## config.mk

```make
export PLATFORM = sky130hd
export DESIGN_NAME = dsp_mul_monitor
export DESIGN_NICKNAME = d
export VERILOG_FILES = /design/src/rtl/dsp_mul_monitor.sv
export SDC_FILE = /design/constraint.sdc
export NUM_CORES = 1
export LEC_CHECK = 0
export BUFFER_PORTS_ARGS = -buffer_cell sky130_fd_sc_hd__buf_2
export CAP_MARGIN = 20
export CORE_UTILIZATION = 56
export CTS_BUF_LIST = sky130_fd_sc_hd__clkbuf_4 sky130_fd_sc_hd__clkbuf_8
export CTS_CLUSTER_SIZE = 10
export DETAILED_ROUTE_END_ITERATION = 7
export HOLD_SLACK_MARGIN = 0.15
export PLACE_DENSITY_LB_ADDON = 0.05
export SETUP_SLACK_MARGIN = 0.1
export SYNTH_ARGS = -nofsm -noshare
export SYNTH_HDL_FRONTEND = slang
export SYNTH_SLANG_ARGS = --single-unit
```

## constraint.sdc

```tcl
create_clock -name clk -period 2.6 [get_ports clk]
set_input_delay 0.52 -clock clk [delete_from_list [all_inputs] [get_ports clk]]
set_output_delay 0.52 -clock clk [all_outputs]
set_load 0.005 [all_outputs]
```

## src/rtl/dsp_mul_monitor.sv

```systemverilog
// dsp_mul_monitor: checks a pipelined 27x18 unsigned multiplier against a
// reference product. The reference travels through a LAT-deep delay line so
// that it lines up with the multiplier's result.
// Optional build macro: MON_CAPTURE_EN records the operands and the returned
// value of the first mismatch after each start.
module dsp_mul_monitor #(
    parameter int LAT   = 2,
    parameter int CNT_W = 16
) (
    input  logic             clk,
    input  logic             rst,
    input  logic             start,
    input  logic             stop,
    input  logic             in_valid,
    input  logic [26:0]      a,
    input  logic [17:0]      b,
    input  logic [44:0]      out,
    output logic             busy,
    output logic             done,
    output logic             chk_valid,
    output logic             mismatch,
    output logic [44:0]      exp_out,
    output logic [CNT_W-1:0] pass_cnt,
    output logic [CNT_W-1:0] err_cnt,
    output logic [26:0]      first_a,
    output logic [17:0]      first_b,
    output logic [44:0]      first_out,
    output logic             first_vld
);

    localparam logic [1:0] S_IDLE  = 2'd0;
    localparam logic [1:0] S_RUN   = 2'd1;
    localparam logic [1:0] S_DRAIN = 2'd2;
    localparam logic [1:0] S_DONE  = 2'd3;

    logic [1:0]   state;
    logic [1:0]   state_nxt;
    logic         arm;
    logic         accept;
    logic         pending;
    logic         cmp;
    logic         ne;
    logic [44:0]  prod_in;

    logic [LAT-1:0] vld;
    logic [44:0]    prod [LAT];

    // A new run may only be armed from an idle or finished monitor.
    assign arm     = start && (state == S_IDLE || state == S_DONE);
    assign accept  = in_valid && (state == S_RUN);
    assign prod_in = 45'(a) * 45'(b);
    assign cmp     = vld[LAT-1];
    assign ne      = (out != prod[LAT-1]);
    assign busy    = (state == S_RUN) || (state == S_DRAIN);
    assign done    = (state == S_DONE);

    // Look for entries that will still be in flight after the next shift;
    // the last stage is being compared this cycle, so it does not count.
    always_comb begin
        // NOTE: give every always_comb output a default first so that no
        // path leaves it unassigned, which would infer a latch.
        pending = 1'b0;
        for (int i = 0; i < LAT - 1; i++) begin
            pending = pending | vld[i];
        end
    end

    // Next-state selection for the run/drain/done sequence.
    always_comb begin
        state_nxt = state;
        case (state)
            S_IDLE, S_DONE: if (start)    state_nxt = S_RUN;
            S_RUN:          if (stop)     state_nxt = S_DRAIN;
            S_DRAIN:        if (!pending) state_nxt = S_DONE;
            default:                      state_nxt = S_IDLE;
        endcase
    end

    // State register.
    always_ff @(posedge clk or posedge rst) begin
        // NOTE: sequential state uses non-blocking assignments so every
        // register samples pre-edge values regardless of block ordering.
        if (rst) begin
            state <= S_IDLE;
        end else begin
            state <= state_nxt;
        end
    end

    // Valid bits of the delay line; cleared when a run is armed.
    always_ff @(posedge clk or posedge rst) begin
        if (rst) begin
            vld <= '0;
        end else if (arm) begin
            vld <= '0;
        end else begin
            vld[0] <= accept;
            for (int i = 1; i < LAT; i++) begin
                vld[i] <= vld[i-1];
            end
        end
    end

`ifdef MON_CAPTURE_EN
    logic [26:0] line_a [LAT];
    logic [17:0] line_b [LAT];
`endif

    // Payload of the delay line: expected product (and operands if capture
    // is built), shifted every cycle.
    always_ff @(posedge clk) begin
        // NOTE: payload registers are deliberately not reset; they are only
        // looked at when the matching valid bit is set, and that bit is reset.
        prod[0] <= prod_in;
        for (int i = 1; i < LAT; i++) begin
            prod[i] <= prod[i-1];
        end
`ifdef MON_CAPTURE_EN
        line_a[0] <= a;
        line_b[0] <= b;
        for (int i = 1; i < LAT; i++) begin
            line_a[i] <= line_a[i-1];
            line_b[i] <= line_b[i-1];
        end
`endif
    end

    // Comparison result, presented for one cycle; exp_out holds between checks.
    always_ff @(posedge clk or posedge rst) begin
        if (rst) begin
            chk_valid <= 1'b0;
            mismatch  <= 1'b0;
            exp_out   <= '0;
        end else begin
            chk_valid <= cmp;
            mismatch  <= cmp && ne;
            if (cmp) begin
                exp_out <= prod[LAT-1];
            end
        end
    end

    // Saturating pass/error counters, cleared on arm.
    always_ff @(posedge clk or posedge rst) begin
        if (rst) begin
            pass_cnt <= '0;
            err_cnt  <= '0;
        end else if (arm) begin
            pass_cnt <= '0;
            err_cnt  <= '0;
        end else if (cmp) begin
            if (ne) begin
                if (err_cnt != '1) err_cnt <= err_cnt + CNT_W'(1);
            end else begin
                if (pass_cnt != '1) pass_cnt <= pass_cnt + CNT_W'(1);
            end
        end
    end

`ifdef MON_CAPTURE_EN
    // First-mismatch capture; later mismatches are ignored until re-armed.
    always_ff @(posedge clk or posedge rst) begin
        if (rst) begin
            first_vld <= 1'b0;
            first_a   <= '0;
            first_b   <= '0;
            first_out <= '0;
        end else if (arm) begin
            first_vld <= 1'b0;
            first_a   <= '0;
            first_b   <= '0;
            first_out <= '0;
        end else if (cmp && ne && !first_vld) begin
            first_vld <= 1'b1;
            first_a   <= line_a[LAT-1];
            first_b   <= line_b[LAT-1];
            first_out <= out;
        end
    end
`else
    assign first_vld = 1'b0;
    assign first_a   = '0;
    assign first_b   = '0;
    assign first_out = '0;
`endif

endmodule

```

==> results of run 1 <==
-- cell families (layout without fill, tap and decap cells) --
logic type      after synthesis  after routing  share of synthesized area
buf+inv                     681            972                      0.133
compound gates              130            130                     0.0377
xor+xnor                    110            110                     0.0441
fa+ha+maj                   524            524                      0.438
simple gates                654            654                      0.145
other cells                   1             91                   0.000172
flops                       173            173                      0.178
mux                          48             48                     0.0246
-- state kept, by name (all words and copies together) (netlist names) --
name and flops:
prod 90, exp_out 45, err_cnt 16, pass_cnt 16, state 2, vld 2, chk_valid 1, mismatch 1
-- timing repair --
item                       CTS  global route
pin swaps                   96            57
setup buffers               40            12
setup endpoints to repair   60            68
resized for setup          216            99
gates cloned                 3             0
-- layer usage --
| layer | global-route usage | part of all wire |
|---|---|---|
| met1 | 0.390 | 0.44 |
| met5 | 0 | 0 |
| met2 | 0.480 | 0.49 |
| met3 | 0.0289 | 0.048 |
| met4 | 0.0777 | 0.022 |
-- cell usage in the layout (no fill, tap or decap), types with 20 or more instances in the layout --
master   instances
inv_1          455
and2_4          25
conb_1          91
dfrtp_1         82
xor2_1          25
ha_4            26
fa_1           381
xnor2_1         68
buf_2          141
dfxtp_1         89
mux2_2          45
inv_2           33
buf_6           53
nor2_1          47
nand2_1        310
a21oi_1         24
a21oi_2         20
buf_4          221
ha_1            95
and2_1         173
-- layout make-up --
class / count / share of cell area
clock inverter: 15 / 0.00782
tap: 511 / 0.0238
timing repair buffer: 451 / 0.136
sequential: 173 / 0.144
multi-input combinational: 1557 / 0.611
inverter: 489 / 0.0684
clock buffer: 17 / 0.00870
-- worst max path at each step --
stage               start          end  slack [ns]  depth (start not counted)
detailed placement   b[3]  prod[0][43]       -3.84                         23
CTS                  b[6]  prod[0][38]       -3.00                         24
global placement     b[3]  prod[0][43]       -3.70                         23
global route         b[7]  prod[0][43]       -3.25                         25
floorplan            b[9]  prod[0][43]       -3.21                         25
finish               a[6]  prod[0][43]       -3.05                         25
-- through the flow --
step / area [µm²] / instances
floorplan: 22900 / 2411
global placement: 24800 / 3135
detailed placement: 24800 / 3135
CTS: 26400 / 3204
global route: 26900 / 3213
finish: 26900 / 3213
==> results.toml, run 1 <==
[route]
vias = 16110
wl_um = 54100
first_pass_iters = 5
drt_iter0_markers = 768
antenna_left = 0
wire_per_inst_um = 16.8
routed_via_density = 5.01
drc = 0

[critical_path]
critPathKind = "primary input to flip-flop"
crit_top_cell = "fa_1"
critPathMaxStageDelay_ns = 0.56
reg2regPathDepth = 11
crit_arrival_ns = 6.03
reg2reg_from = "prod[0][68]"
cpLargestDelayFamily = "adder cells"
endpoint_kind = "flip-flop"
r2r_setup_slack_ns = 0.16
required_ns = 2.98
crit_buf_inv = 6
critPathLaunchType = "primary input"
crit_fanout = 7
r2r-end = "pass_cnt[6]"
crit_path_top_delay_cell = "fa_1"

[place]
hpwl_um = 44300
globalplace.congestion = 0.902
io_buffers = 175
preCtsSetupSlack_ns = -3.84

[timing]
final.setup.worst_slack_ns = -3.05
fin_worst_hold_slack_ns = 0.154
setup_viol = 40
tns_ns = -96.48
fin_crit_ns = 5.65
worstMarginPinSlew_ns = 0.678
slew_viol_final = 0
rsz0062_at_grt = "true"
post-route-period-util = 2.17
max-slew-margin-rel = 0.547
fmax_ghz = 0.177
final.setup_skew_ns = 0.0139
hold_viol = 0

[global_routing]
grt_max_degree = 48
track_usage = 0.284
grt_pass1_vias = 16878
antenna_found_initial = 0
grt-ovfl-total = 0
grt_pass1_wl_um = 87600

[finish]
multi_input_area_um2 = 16400
fin_nets = 3308
drive_gt1_frac = 0.276
fin_util = 0.707
diodes = 0
area_growth_pct = 23.2
ff_latch_area_um2 = 3880
fillers = 2983

[die]
dieWidth_um = 199
die_h_um = 199
pin_count = 267
core_area_um2 = 38000
die_area_um2 = 39800
rows = 71
initial_utilization = 0.574

[synth]
synth_cell_types = 57
yosysWarnings = 0
synth_edf_count = 0
synthFlopType = "dfxtp_1"
ys_ff_latch = 173
avgSynthCellArea_um2 = 9.40
synth_most_common_cell = "inv_1"
synthTopCellsByArea = "fa_1 (37%), dfrtp_1 (9.5%), inv_1 (8.4%), dfxtp_1 (8.3%), ha_1 (7.1%)"
async_flop_share = 0.480
synthCells = 2321
yosys.area.top_type = "fa_1"
ys_seq_area_frac = 0.178
synth_common_cells = "inv_1 (489), fa_1 (400), nand2_1 (326)"
synth.top_cell.area_share = 0.367
syn-cell-area_um2 = 21800

[run_status]
violations = "negative setup slack"
status = "complete, but fails checks"

[cts]
clk_pin_slew_ns = 0.10
cts_max_level = 4
worst_skew_pair.late_latency_ns = 0.45
clock_path_buffers = 2
cts.sinks = 173
cts_tree = "built"
root_buffer = "clkbuf_8"
holdBufCountCts = 0
cts_buffers = 17

[hold_path]
hold_path.class = "primary input to asynchronous set/reset pin"

[job]
maxCapViolCount = 0
Power of run 1 is left out: the tool's default activity adds up to more than one toggle a clock period on the data nets, which glitch-free logic cannot reach.
==> inputs of run 2 (changes only) <==
--- a/config.mk
+++ b/config.mk
@@ -7,7 +7,7 @@
 export LEC_CHECK = 0
 export BUFFER_PORTS_ARGS = -buffer_cell sky130_fd_sc_hd__buf_2
 export CAP_MARGIN = 20
-export CORE_UTILIZATION = 56
+export CORE_UTILIZATION = 35
 export CTS_BUF_LIST = sky130_fd_sc_hd__clkbuf_4 sky130_fd_sc_hd__clkbuf_8
 export CTS_CLUSTER_SIZE = 10
 export DETAILED_ROUTE_END_ITERATION = 7
==> run 2 against run 1 <==
Against the previous run:
- the run still ends with negative setup slack left
- sequential cell count is the same
- worst setup slack got worse by 0.022 ns
- sequential share of layout area decreased by 0.34 points
==> results.toml, run 2 (synthesized netlist as in run 1, its figures left out) <==
[finish]
largestRegisters = "prod (90), exp_out (45)"
mostFrequentLayoutCells = "inv_1 (448), fa_1 (374), nand2_1 (309)"
layout_commonest_cell = "inv_1"
area_growth_pct = 26.4
top_register = "prod"
fin_nets = 3327
fin_cells = 3559
largest_register_ffs = 90
drive_gt1_frac = 0.290
fillers = 6153

[place]
globalplace.congestion = 0.817
io_buffers = 175
hpwl_um = 49300
dp.cells = 3465

[route]
vias = 15666
wire_per_inst_um = 16.4
first_pass_iters = 5
drc = 0
drt_iter0_markers = 556
wl_um = 58500
routed_via_density = 4.40
antenna_left = 0

[timing]
final.setup.worst_slack_ns = -3.07
final.setup_skew_ns = 0.0148
setup_viol = 40
fin_crit_ns = 5.67
max-slew-margin-rel = 0.533
hold_viol = 0
rsz0062_at_grt = "true"
post-route-period-util = 2.18
slew_viol_final = 0
worstMarginPinSlew_ns = 0.701
fmax_ghz = 0.176

[critical_path]
critPathLaunchType = "primary input"
required_ns = 2.99
crit_arrival_ns = 6.06
crit_fanout = 6
endpoint_kind = "flip-flop"
critPathKind = "primary input to flip-flop"

[global_routing]
grt_use_met3 = 0.0190
grt_pass1_wl_um = 95500
use_met2 = 0.318
top_usage_layer = "met2"
grtUsageMet1 = 0.276
grt-ovfl-total = 0
track_usage = 0.192
antenna_found_initial = 4
grt_max_degree = 84
grt_pass1_vias = 17016

[die]
core_area_um2 = 61700
pin_count = 267
die_h_um = 252
die_area_um2 = 63400
dieWidth_um = 252
initial_utilization = 0.354
rows = 91

[cts]
cts.sinks = 173
cts_tree = "built"
worst_skew_pair.late_latency_ns = 0.46
clock_path_buffers = 2
cts_max_level = 4
clk_pin_slew_ns = 0.10
root_buffer = "clkbuf_8"
cts_buffers = 17

[hold_path]
hold_path.class = "primary input to asynchronous set/reset pin"

[run_status]
status = "complete, but fails checks"
violations = "negative setup slack"

[job]
maxCapViolCount = 0
-- run 2: changes by cell type in the layout (fill, tap and decap cells not counted), moves of 8 or more --
| cell | before | now |
|---|---|---|
| buf_12 | 17 | 30 |
| buf_4 | 221 | 242 |
| buf_6 | 53 | 44 |
| buf_8 | 15 | 7 |
| ha_1 | 95 | 86 |
| ha_4 | 26 | 35 |
-- run 2: per-stage QoR --
step           setup WS, ns  area, µm²  utilization  setup TNS, ns  hold slack, ns
2_1_floorplan         -3.21      22900            -        -100.39           0.310
3_3_place_gp          -3.91      25300        0.410        -134.89           0.313
3_5_place_dp          -3.91      25300        0.410        -133.89           0.312
4_1_cts               -3.05      27000        0.437         -97.24           0.159
5_1_grt               -3.25      27600        0.447        -103.77           0.168
6_report              -3.07      27600        0.447         -98.49           0.158
-- run 2: final timing paths --
check | start | endpoint | slack, ns | cells past startpoint
hold / removal | rst | pass_cnt[10] | 0.16 | 3
setup / recovery | b[7] | prod[0][42] | -3.07 | 25
hold reg to reg | prod[0][4] | prod[0][49] | 0.33 | 0
min in group clk | in_valid | vld[0] | 0.29 | 3
max in group asynchronous | rst | exp_out[4] | 2.03 | 3
setup reg to reg | prod[0][83] | err_cnt[13] | 0.23 | 12
-- run 2: timing repair --
item                                    CTS  global route
pin swaps                                91            91
setup buffers                            45            22
gates resized for setup                 211           116
endpoints found under the setup margin   62            59
hold buffers                              0             0
cloned                                    4             1
-- run 2: final cells by class --
| type | count | area [µm²] | area share |
|---|---|---|---|
| well taps | 837 | 1050 | 0.0380 |
| clock inverters | 14 | 136 | 0.00495 |
| clock buffers | 18 | 248 | 0.00898 |
| inverters | 489 | 1840 | 0.0667 |
| flip-flops and latches | 173 | 3890 | 0.141 |
| repair buffers | 470 | 3910 | 0.142 |
| diodes | 1 | 2.50 | 0.0000907 |
| multi-input cells | 1557 | 16500 | 0.598 |
-- run 2: worst max-delay path, stage by stage --
cell and delay [ns]:
buf_16 0.13, and2_4 0.14, fa_1 0.52, inv_1 0.05, fa_1 0.48, fa_1 0.51
inv_2 0.04, fa_1 0.52, fa_1 0.53, inv_2 0.05, fa_1 0.51, inv_2 0.05
ha_4 0.27, and3_4 0.20, and3_4 0.17, o211ai_1 0.15, a21boi_1 0.21, o21ai_2 0.12
o21ai_4 0.22, a21boi_2 0.09, o21ai_2 0.14, buf_4 0.13, nand4_1 0.08, nand2_1 0.08
xor2_1 0.12
-- run 2: metal layers --
layer	vias to the layer above	routed length, µm	share of wire
met5	-	34	0.00058
met4	4	605	0.010
met3	37	1750	0.030
met2	264	27700	0.47
met1	7923	28400	0.49
li1	7438	-	-
Power of run 2 is left out for the same reason.
